## src/rtl/issue_queue.sv

```systemverilog
// Decode/issue buffer between IF and the RS/LSB/ROB back end; issues one decoded instruction per cycle.
// Optional feature: define ISSUE_BYPASS_EN to let an instruction arriving at an empty queue issue directly from IF.
module issue_queue #(
    parameter int DEPTH_LOG2 = 2,
    parameter int LS_OP_MIN  = 10,
    parameter int LS_OP_MAX  = 17
) (
    input  logic                  clk,
    input  logic                  rst,
    input  logic                  rdy,
    input  logic                  flush,
    input  logic                  inst_valid,
    input  logic [31:0]           inst_from_if,
    input  logic [31:0]           pc_from_if,
    output logic                  issue_stall,
    input  logic                  rs_full,
    input  logic                  lsb_full,
    input  logic                  rob_full,
    output logic                  rs1_enable,
    output logic [4:0]            rs1_to_reg,
    output logic                  rs2_enable,
    output logic [4:0]            rs2_to_reg,
    output logic                  rs_send_enable,
    output logic                  lsb_send_enable,
    output logic [5:0]            issue_op_type,
    output logic [4:0]            issue_rd,
    output logic [31:0]           issue_imm,
    output logic [31:0]           issue_pc,
    output logic [DEPTH_LOG2:0]   count
);

    localparam int unsigned         DEPTH     = 1 << DEPTH_LOG2;
    localparam logic [DEPTH_LOG2:0] FULL_CNT  = (DEPTH_LOG2 + 1)'(DEPTH);
    localparam logic [5:0]          LS_MIN    = 6'(LS_OP_MIN);
    localparam logic [5:0]          LS_MAX    = 6'(LS_OP_MAX);
`ifdef ISSUE_BYPASS_EN
    localparam logic                BYPASS    = 1'b1;
`else
    localparam logic                BYPASS    = 1'b0;
`endif

    typedef struct packed {
        logic [5:0]  op;
        logic [4:0]  rd;
        logic        use1;
        logic        use2;
        logic [31:0] imm;
    } dec_t;

    // op_type map: 1 LUI, 2 AUIPC, 3 JAL, 4-9 branches, 10-14 loads, 15-17 stores,
    // 18 JALR, 19-27 OP-IMM, 28-37 OP; anything else decodes to 0 (illegal).
    function automatic dec_t inst_decode(input logic [31:0] inst);
        dec_t       d;
        logic [2:0] f3;
        logic [6:0] f7;
        f3 = inst[14:12];
        f7 = inst[31:25];
        d  = '0;
        case (inst[6:0])
            7'b0110111: begin d.op = 6'd1; d.rd = inst[11:7]; d.imm = {inst[31:12], 12'b0}; end
            7'b0010111: begin d.op = 6'd2; d.rd = inst[11:7]; d.imm = {inst[31:12], 12'b0}; end
            7'b1101111: begin
                d.op  = 6'd3;
                d.rd  = inst[11:7];
                d.imm = {{11{inst[31]}}, inst[31], inst[19:12], inst[20], inst[30:21], 1'b0};
            end
            7'b1100111: begin
                d.op   = (f3 == 3'd0) ? 6'd18 : 6'd0;
                d.rd   = inst[11:7];
                d.use1 = 1'b1;
                d.imm  = {{20{inst[31]}}, inst[31:20]};
            end
            7'b1100011: begin
                case (f3)
                    3'd0: d.op = 6'd4;
                    3'd1: d.op = 6'd5;
                    3'd4: d.op = 6'd6;
                    3'd5: d.op = 6'd7;
                    3'd6: d.op = 6'd8;
                    3'd7: d.op = 6'd9;
                    default: d.op = 6'd0;
                endcase
                d.use1 = 1'b1;
                d.use2 = 1'b1;
                d.imm  = {{19{inst[31]}}, inst[31], inst[7], inst[30:25], inst[11:8], 1'b0};
            end
            7'b0000011: begin
                case (f3)
                    3'd0: d.op = 6'd10;
                    3'd1: d.op = 6'd11;
                    3'd2: d.op = 6'd12;
                    3'd4: d.op = 6'd13;
                    3'd5: d.op = 6'd14;
                    default: d.op = 6'd0;
                endcase
                d.rd   = inst[11:7];
                d.use1 = 1'b1;
                d.imm  = {{20{inst[31]}}, inst[31:20]};
            end
            7'b0100011: begin
                case (f3)
                    3'd0: d.op = 6'd15;
                    3'd1: d.op = 6'd16;
                    3'd2: d.op = 6'd17;
                    default: d.op = 6'd0;
                endcase
                d.use1 = 1'b1;
                d.use2 = 1'b1;
                d.imm  = {{20{inst[31]}}, inst[31:25], inst[11:7]};
            end
            7'b0010011: begin
                case (f3)
                    3'd0: d.op = 6'd19;
                    3'd2: d.op = 6'd20;
                    3'd3: d.op = 6'd21;
                    3'd4: d.op = 6'd22;
                    3'd6: d.op = 6'd23;
                    3'd7: d.op = 6'd24;
                    3'd1: d.op = (f7 == 7'b0000000) ? 6'd25 : 6'd0;
                    default: d.op = (f7 == 7'b0000000) ? 6'd26 :
                                    (f7 == 7'b0100000) ? 6'd27 : 6'd0;
                endcase
                d.rd   = inst[11:7];
                d.use1 = 1'b1;
                d.imm  = (f3 == 3'd1 || f3 == 3'd5) ? {27'b0, inst[24:20]}
                                                    : {{20{inst[31]}}, inst[31:20]};
            end
            7'b0110011: begin
                if (f7 == 7'b0000000) begin
                    case (f3)
                        3'd0: d.op = 6'd28;
                        3'd1: d.op = 6'd30;
                        3'd2: d.op = 6'd31;
                        3'd3: d.op = 6'd32;
                        3'd4: d.op = 6'd33;
                        3'd5: d.op = 6'd36;
                        3'd6: d.op = 6'd34;
                        default: d.op = 6'd35;
                    endcase
                end else if (f7 == 7'b0100000) begin
                    d.op = (f3 == 3'd0) ? 6'd29 : (f3 == 3'd5) ? 6'd37 : 6'd0;
                end
                d.rd   = inst[11:7];
                d.use1 = 1'b1;
                d.use2 = 1'b1;
            end
            default: d = '0;
        endcase
        if (d.op == 6'd0) d = '0;
        return d;
    endfunction

    logic [31:0]           mem_inst [DEPTH];
    logic [31:0]           mem_pc   [DEPTH];
    logic [DEPTH_LOG2-1:0] head;
    logic [DEPTH_LOG2-1:0] tail;

    logic        use_if;
    logic        have;
    logic [31:0] cur_inst;
    logic [31:0] cur_pc;
    dec_t        dec;
    logic        to_lsb;
    logic        tgt_full;
    logic        can_issue;
    logic        pop;
    logic        send;
    logic        bypass_issue;
    logic        push;

    assign issue_stall = (count == FULL_CNT);

    always_comb begin
        use_if       = BYPASS & (count == '0) & inst_valid;
        have         = (count != '0) | use_if;
        cur_inst     = use_if ? inst_from_if : mem_inst[head];
        cur_pc       = use_if ? pc_from_if   : mem_pc[head];
        dec          = inst_decode(cur_inst);
        to_lsb       = (dec.op >= LS_MIN) && (dec.op <= LS_MAX);
        tgt_full     = to_lsb ? lsb_full : rs_full;
        // Illegal entries drain regardless of back-end room.
        can_issue    = rdy & have & ~flush & ((dec.op == 6'd0) | (~rob_full & ~tgt_full));
        pop          = can_issue & (count != '0);
        send         = can_issue & (dec.op != 6'd0);
        bypass_issue = send & use_if;
        push         = rdy & inst_valid & ~issue_stall & ~flush & ~bypass_issue;
        rs1_enable   = have & dec.use1;
        rs2_enable   = have & dec.use2;
        rs1_to_reg   = rs1_enable ? cur_inst[19:15] : 5'd0;
        rs2_to_reg   = rs2_enable ? cur_inst[24:20] : 5'd0;
    end

    always_ff @(posedge clk) begin
        if (push) begin
            mem_inst[tail] <= inst_from_if;
            mem_pc[tail]   <= pc_from_if;
        end
    end

    always_ff @(posedge clk or negedge rst) begin
        if (!rst) begin
            head            <= '0;
            tail            <= '0;
            count           <= '0;
            rs_send_enable  <= 1'b0;
            lsb_send_enable <= 1'b0;
            issue_op_type   <= '0;
            issue_rd        <= '0;
            issue_imm       <= '0;
            issue_pc        <= '0;
        end else if (rdy) begin
            if (flush) begin
                head            <= '0;
                tail            <= '0;
                count           <= '0;
                rs_send_enable  <= 1'b0;
                lsb_send_enable <= 1'b0;
            end else begin
                if (pop)  head <= head + 1'b1;
                if (push) tail <= tail + 1'b1;
                case ({push, pop})
                    2'b10:   count <= count + 1'b1;
                    2'b01:   count <= count - 1'b1;
                    default: count <= count;
                endcase
                rs_send_enable  <= send & ~to_lsb;
                lsb_send_enable <= send & to_lsb;
                if (send) begin
                    issue_op_type <= dec.op;
                    issue_rd      <= dec.rd;
                    issue_imm     <= dec.imm;
                    issue_pc      <= cur_pc;
                end
            end
        end
    end

endmodule
```

## config.mk

```make
export PLATFORM = sky130hd
export DESIGN_NAME = issue_queue
export DESIGN_NICKNAME = d
export VERILOG_FILES = /design/src/rtl/issue_queue.sv
export SDC_FILE = /design/constraint.sdc
export NUM_CORES = 1
export LEC_CHECK = 0
export ABC_AREA = 1
export CORE_MARGIN = 5
export CORE_UTILIZATION = 40
export DETAILED_ROUTE_END_ITERATION = 10
export SLEW_MARGIN = 20
export SYNTH_ARGS = -nofsm -noshare
export SYNTH_HDL_FRONTEND = slang
export SYNTH_SLANG_ARGS = --single-unit
```

## constraint.sdc

```tcl
create_clock -name clk -period 5.85 [get_ports clk]
set_input_delay 1.17 -clock clk [delete_from_list [all_inputs] [get_ports clk]]
set_output_delay 1.17 -clock clk [all_outputs]
set_load 0.01 [all_outputs]
```

==> impl_metrics.json <==
{
  "status": "complete, no violations",
  "rsz0062_at_grt": "no",
  "cts_buffers": 37,
  "grt_pass1_wl_mm": 55.69,
  "grt-ovfl-total": 0,
  "cts_buffer_depth": 3,
  "hold_violations": 0,
  "rr_startpoint": "head[0]",
  "crit_path_start_kind": "flop",
  "start_util": 0.4060,
  "cts_hold_buf": 0,
  "pwr_density_cell_nw_per_um2": 385.1,
  "tritoncts": "yes",
  "synth-edff-count": 256,
  "htree_levels": 2,
  "yosysMostFrequentCell": "nand2_1",
  "yosysUniqueCellTypes": 42,
  "skew_ns": 0.02082,
  "ys_top_cells_by_area": "edfxtp_1 (55%), dfrtp_1 (15%), nand2_1 (9.4%)",
  "path_class": "flop to output pin",
  "critical_path_required_ns": 4.68,
  "rows": 68,
  "synth_area_sq_um": 14020,
  "io_pins": 165,
  "routedWlPerCell_um": 18.77,
  "yosys.area.top_type": "edfxtp_1",
  "r2r_slack_ns": 1.73,
  "clock_latency_ns": 0.52,
  "rr_endpoint": "issue_imm[15]",
  "clkSlewWorstSetupHoldPaths_ns": 0.06,
  "ys_seq_area_frac": 0.6980,
  "vias": 9592,
  "synth.net_count": 1324,
  "arrival_ns": 4.30,
  "routabilityCongestion": 0.8842,
  "grt_pass1_vias": 9791,
  "endpoint": "rs1_to_reg[2]",
  "core_area_sq_um": 34540,
  "ys.flop_type": "edfxtp_1",
  "max_freq_mhz": 182.8,
  "drtPass1Iterations": 8,
  "end_kind": "output pin",
  "period_minus_slack_ns": 5.472,
  "dp_hpwl_mm": 22.17,
  "cts_sinks": 340,
  "grt_usage": 0.1807,
  "setup_viol": 0,
  "die_h_um": 197.2,
  "crit_start": "head[0]",
  "maxCapViolCount": 0,
  "min_path_type": "flop to flop",
  "syn_area_per_cell_sq_um": 11.25,
  "drv_slew": 0,
  "drive_above_1_share": 0.07024,
  "synth_top_area_share": 0.5481,
  "portBuffers": 164,
  "postCtsSetupBuffers": 0,
  "cts-root-buf": "clkbuf_16",
  "tightest_slew_ns": 1.075,
  "antenna_found_initial": 5,
  "max-vdd-ir-drop_uv": 279.5,
  "yosysWarningCount": 0,
  "nets": 1487,
  "area_growth_pct": 23.82,
  "finalCritPeriodShare": 0.9353,
  "holdWs_ns": 0.4718,
  "synth_commonest_cells": "nand2_1 (351), edfxtp_1 (256), o21ai_0 (105)",
  "routed_wl_mm": 35.55,
  "grt_start_max_net_pins": 99,
  "ys_ff_latch": 340,
  "postRouteAntennaNets": 0,
  "slew_headroom": 0.2835,
  "drtIter0Drc": 755,
  "reg2regPathDepth": 17,
  "dieArea_sq_um": 38910,
  "drc": 0,
  "path_max_fanout": 29,
  "synthCells": 1247,
  "async_flop_share": 0.2471,
  "p_leak_uw": 0.006783,
  "fin_setup_tns_ns": 0,
  "die_w_um": 197.2,
  "via_per_inst": 5.064
}
## how the worst min path moves through the flow
stage / slack, ns / cells past startpoint / start / end
6_report: 0.47 / 1 / issue_op_type[4] / issue_op_type[4]
5_1_grt: 0.50 / 1 / issue_op_type[4] / issue_op_type[4]
4_1_cts: 0.48 / 1 / issue_op_type[4] / issue_op_type[4]
3_5_place_dp: 0.46 / 2 / issue_pc[18] / issue_pc[18]
3_3_place_gp: 0.46 / 1 / issue_op_type[4] / issue_op_type[4]
2_1_floorplan: 0.51 / 2 / issue_pc[15] / issue_pc[15]
## stage by stage
| stage | instances | total power, uW | utilization | setup WS [ns] | cell area [sq um] |
|---|---|---|---|---|---|
| floorplan | 1247 | 3789 | - | 1.085 | 14020 |
| global placement | 1826 | 4370 | 0.4665 | 0.8313 | 16120 |
| detailed placement | 1826 | 4383 | 0.4665 | 0.7375 | 16120 |
| CTS | 1893 | 6756 | 0.5024 | 0.1476 | 17350 |
| global route | 1893 | 7045 | 0.5026 | 0.006807 | 17360 |
| finish | 1894 | 6687 | 0.5027 | 0.3783 | 17370 |
## cell type report
cell class / count / area (sq um)
clock buffers: 44 / 973.4
multi-input cells: 767 / 3684
clock inverters: 23 / 265.3
inverters: 87 / 327.8
fillers: 3192 / 17180
well taps: 455 / 569.3
flip-flops and latches: 340 / 9794
repair buffers: 177 / 1749
diodes: 1 / 2.502
## state kept, by name (all words and copies together) (netlist names), 3 cells and up
signal	cells
mem_pc	128
issue_rd	5
issue_op_type	6
count	3
mem_inst	128
issue_pc	32
issue_imm	32
## worst max-delay path, cell delays in order, from the launching register on
cell and delay, ns:
dfrtp_2 0.39, clkinv_2 0.39, nor2_4 0.32, nand2_1 0.08
nand3_1 0.32, nand3_1 0.22, nor2_4 0.26, inv_1 0.06
nor2_1 0.08, nand2_1 0.10, nand4_1 0.12, nor2_1 0.08
nand2_4 0.11, inv_1 0.07, nor3_1 0.32, inv_1 0.16
nor2_1 0.14, clkdlybuf4s50_1 0.55
## cell usage in the layout (no fill, tap or decap), types with 2 or more instances in the layout
cell               n
a21o_1             2
a21oi_1           12
a22oi_1           35
a31oi_1            3
buf_4             13
bufinv_16          5
clkbuf_1           6
clkbuf_16         38
clkdlybuf4s50_1  163
clkinv_1          10
clkinv_2           6
clkinvlp_4         2
dfrtp_1           82
edfxtp_1         256
ha_1               4
inv_1             78
inv_2              6
mux2_1             9
mux2_2             2
nand2_1          351
nand2_2            2
nand3_1           73
nand4_1            4
nor2_1            96
nor2_2             9
nor2_4             8
nor3_1             6
o211ai_1           5
o21a_1             3
o21ai_0          105
o21ai_1            2
o221ai_1          10
o22ai_1            8
o31ai_1            7
or2_2              2
## report_power, final
group          internal (uW)  total (uW)  switching (uW)
Sequential              2720        2800            79.8
Combinational            498        1530            1030
Clock                   1420        2360             940
Total                   4640        6690            2050
## kinds of logic after synthesis
family                   Yosys count  share of synthesized area
AND/OR/NAND/NOR                  555                     0.1621
flip-flops                       340                     0.6980
AO/OA/AOI/OAI                    195                    0.08324
buffers and inverters            140                    0.04220
multiplexers                      11                   0.008832
adder cells (fa/ha/maj)            5                   0.004996
XOR/XNOR                           1                  0.0006246
## metal layers
metal / vias up / GRT usage / routed length, um
li1: 4629 / - / -
met1: 4619 / 0.2566 / 16260
met2: 271 / 0.2899 / 16360
met3: 65 / 0.03718 / 2238
met4: 8 / 0.04006 / 631
met5: - / 0 / 59
## timing repair
item | in CTS | in global routing
gates resized for setup | 0 | 4
hold endpoints to repair | 0 | 0
setup endpoints to repair | 0 | 10
(Power assumes the default switching activity.)
==> edit 1, RTL diff (config.mk and constraints unchanged) <==
The option `ISSUE_BYPASS_EN` is turned on by a define.
--- a/src/rtl/issue_queue.sv
+++ b/src/rtl/issue_queue.sv
@@ -1,5 +1,7 @@
 // Decode/issue buffer between IF and the RS/LSB/ROB back end; issues one decoded instruction per cycle.
 // Optional feature: define ISSUE_BYPASS_EN to let an instruction arriving at an empty queue issue directly from IF.
+`define ISSUE_BYPASS_EN
+
 module issue_queue #(
     parameter int DEPTH_LOG2 = 2,
     parameter int LS_OP_MIN  = 10,
Behaviour: not the same (a bounded check fails within 4 cycles, from zero or initial values and one cycle with rst low).
==> edit 1 against the original RTL <==
- via count is 8.1% higher
- synthesized area increased by 4.9%
- worst setup slack worse by 0.054 ns
- global-route usage increased by 1.2 points
- final area up 4.9%
- cell count up 5.2%
- die area up 4.7%
- routed wire length grew 12%
- sequential cell count unchanged
- power is 14% higher
- largest power group unchanged
==> edit 1: results (changes against the original RTL) <==
crit path max fanout 6 (-79%); Worst Setup EP rs2_to_reg[3]; main area contributors after synthesis edfxtp_1 52%, dfrtp_1 14%, nand2_1 7.4%, o21ai_0 3.1%, nand3_1 2.7%; routability cong. 0.893 (+1.0%); DR vias/cell 5.20 (+2.7%); Worst Path Arrival 4.36 ns (+0.06 ns); hold_sp issue_imm[13]; fin crit share 0.944 (+0.00917); first-pass GRT wire length 62000 µm (+11%); Final Net Count 1572 (+5.7%); Synth Net Count 1394 (+5.3%); WL met1 17800 µm (+9.4%); drt first pass iters 5 (-3); dpl cells 1924 (+5.4%); uppermost routed layer met5; Seq/Total Area, Yosys 0.665 (-0.0326); Post-Synth XOR/XNOR Area 0.000595 (-0.0000292); post-detail-place hpwl 25900 µm (+17%); worst hold margin 0.489 ns (+0.0174 ns); met2 routed WL 18900 µm (+16%); Sequential Power Share 0.390 (-0.029); Distinct cells, synth 48 (+14%); met3 wire len 2180 µm (-2.8%); largest net degree at the start of global routing 65 (-34%); hold path endpoint issue_imm[13]; Place WS 0.114 ns (-0.624 ns); placement-stage cell area 17000 µm² (+5.6%); crit path launch inst_from_if[3]; share of layout cells above drive strength 1 0.108 (+0.0380); Post-Syn Instances 1317 (+5.6%); R2R Path End count[2]; Total Routing Usage GR 0.193 (+0.0119); initial antenna violation count 5 (unchanged); final wirelength 39800 µm (+12%); outcome complete, no violations; Synth Area in Adders 0.00476 (-0.000234); clk_skew 0.0143 ns (-0.00652 ns); static leakage 7.01 nW (+3.4%); Compound-Gate Fraction of Synth Area 0.115 (+0.0313); met2 usage 0.314 (+0.0240); vias in the first global route 10500 (+7.0%); reg-to-reg slack, setup 1.45 ns (-0.28 ns); post-synthesis mux area share 0.00383 (-0.00501); met1 usage 0.268 (+0.0114); fillers 3243 (+1.6%); Post-synth EDFFs 256 (unchanged); DRT iter0 DRCs 705 (-6.6%); peak supply drop 0.307 mV (+10%); worst r2r path cells 27 (+10); M3 GR Usage 0.0401 (+0.00293); Post-synth top cells 292 x nand2_1, 256 x edfxtp_1, 90 x o21ai_0
-- edit 1: changes by cell type after synthesis, moves of 15 or more --
cell,change
nand2_1,-59
nand2_2,+18
nor2_1,-28
o211ai_1,+29
o21ai_0,-15
o21ai_1,+67
-- edit 1: layout make-up --
| type | instances | area [µm²] | share of cell area |
|---|---|---|---|
| Multi-Input combinational cell | 811 | 4240 | 0.233 |
| Clock buffer | 50 | 1020 | 0.0558 |
| Inverter | 99 | 374 | 0.0205 |
| Timing Repair Buffer | 206 | 2040 | 0.112 |
| Antenna cell | 1 | 2.50 | 0.000137 |
| Clock inverter | 18 | 163 | 0.00893 |
| Sequential cell | 340 | 9790 | 0.538 |
| Tap cell | 468 | 586 | 0.0321 |
-- edit 1: worst max-delay path, delay by kind of cell --
family	cells	cell delay, ns
buf+inv	6	1.43
simple gates	12	1.76
==> edit 2, RTL diff (config.mk and constraints unchanged) <==
Made on the original files. Make the reset (`rst`) synchronous in one clocked block.
--- a/src/rtl/issue_queue.sv
+++ b/src/rtl/issue_queue.sv
@@ -197,7 +197,7 @@
         end
     end
 
-    always_ff @(posedge clk or negedge rst) begin
+    always_ff @(posedge clk) begin
         if (!rst) begin
             head            <= '0;
             tail            <= '0;
Function: differs if rst is asserted again (counterexample within 4 cycles, from zero or initial values and one cycle with rst low); with rst held inactive, the same outputs for 4 cycles.
==> edit 2 against the original RTL <==
- sequential cell count grew 2
- clock skew shrank 0.0042 ns
- maximum frequency grew 6.1%
- final area shrank 1.5%
- cell count shrank 0.74%
- first-iteration DRC count shrank 11%
- register-to-register slack gained 0.27 ns
- count of clock-buffer cells in the layout grew 6
- synthesized area shrank 1.6%
- routed wire length shrank 2.0%
- worst setup slack gained 0.31 ns
Power is not compared: it rests on default switching activity, and its combinational part moved more than twofold at a synthesized area within 25%.
==> edit 2: results (changes against the original RTL) <==
synthesized area per cell 11.1 µm² (-1.4%); final wirelength 34800 µm (-2.0%); crit path max fanout 62 (+110%); Clk pin slew, worst setup/hold paths 0.06 ns (about the same); share of layout cells above drive strength 1 0.0863 (+0.0161); DRT iter0 DRCs 673 (-11%); Worst Path Arrival 3.99 ns (-0.31 ns); drt first pass iters 6 (-2); Seq/Total Area, Yosys 0.682 (-0.0161); dpl cells 1811 (-0.82%); total CTS buffers 38 (+2.7%); Crit path max-delay family simple AND/OR/NAND/NOR gates; largest net degree at the start of global routing 72 (-27%); Resized cells post-CTS 0 (unchanged); post-detail-place hpwl 22400 µm (+0.99%); first-pass GRT wire length 54300 µm (-2.5%); antenna cells 0 (-1); Distinct cells, synth 37 (-12%); maxcap violations 0 (unchanged); Async SR Flop Fraction 0 (-0.247); clk_skew 0.0166 ns (-0.00422 ns); Total Routing Usage GR 0.178 (-0.00272); main area contributors after synthesis edfxtp_1 56%, dfxtp_1 12%, nand2_1 8.1%, a21oi_1 4.5%, a32o_1 3.0%; reg-to-reg slack, setup 2.00 ns (+0.27 ns); Post-synth top cells 298 x nand2_1, 256 x edfxtp_1, 123 x a21oi_1; placement-stage cell area 15900 µm² (-1.5%); routability cong. 0.894 (+1.1%); Slew headroom 0.428 (+0.144); vias after detailed routing 9797 (+2.1%); routed len/inst 18.5 µm (-1.3%); Final Net Count 1473 (-0.94%); initial antenna violation count 0 (-5); vias in the first global route 9282 (-5.2%); outcome complete, no violations
==> edit 2: power by group <==
part | internal [mW] | total (mW) | switching [mW]
clock | 1.38 | 2.33 | 0.942
combinational | 0.113 | 0.316 | 0.203
sequential | 2.63 | 2.64 | 0.00793
==> edit 2: layer usage <==
metal  track usage  share of wire  up-vias  wire length [µm]
li1              -              -     4727                 -
met4        0.0375          0.014        0               503
met5             0              0        -                 0
met1         0.249           0.45     4778             15800
met2         0.290           0.48      252             16600
met3        0.0371          0.056       40              1960
==> edit 2: per-stage QoR <==
stage / hold slack (ns) / worst slack (ns)
after floorplan: 0.463 / 1.06
after global placement: 0.441 / 1.31
after detailed placement: 0.445 / 1.26
after CTS: 0.454 / 0.694
after global routing: 0.487 / 0.401
final: 0.454 / 0.693
==> edit 2: logic make-up after synthesis <==
kind of cell | after synthesis | share of synthesized area
and+or+nand+nor | 490 | 0.151
DFF | 342 | 0.682
AOI/OAI and AO/OA | 281 | 0.121
buffers and inverters | 125 | 0.0413
adders and majority gates | 5 | 0.00508
xor gates and xnor gates | 1 | 0.000635
==> edit 2: area by class of cell <==
class,instances,area [µm²]
fill,3071,17200
sequential,342,9410
multi-input combinational,777,3850
timing repair buffer,179,1810
clock buffer,50,1070
tap,455,569
inverter,58,225
clock inverter,19,165
==> edit 2: path summary, 6_finish.rpt <==
check           startpoint             to  cells after the start
max reg2reg      flip-flop  issue_imm[30]                     20
min          issue_imm[22]  issue_imm[22]                      2
min reg2reg  issue_imm[22]  issue_imm[22]                      2
max              flip-flop  rs1_to_reg[3]                     16
==> edit 2: worst min-delay path, delay by kind of cell, from the launching register on <==
kind,cells,cell delay [ns]
DFF,1,0.31
AOI/OAI and AO/OA,1,0.05
buffers and inverters,1,0.05
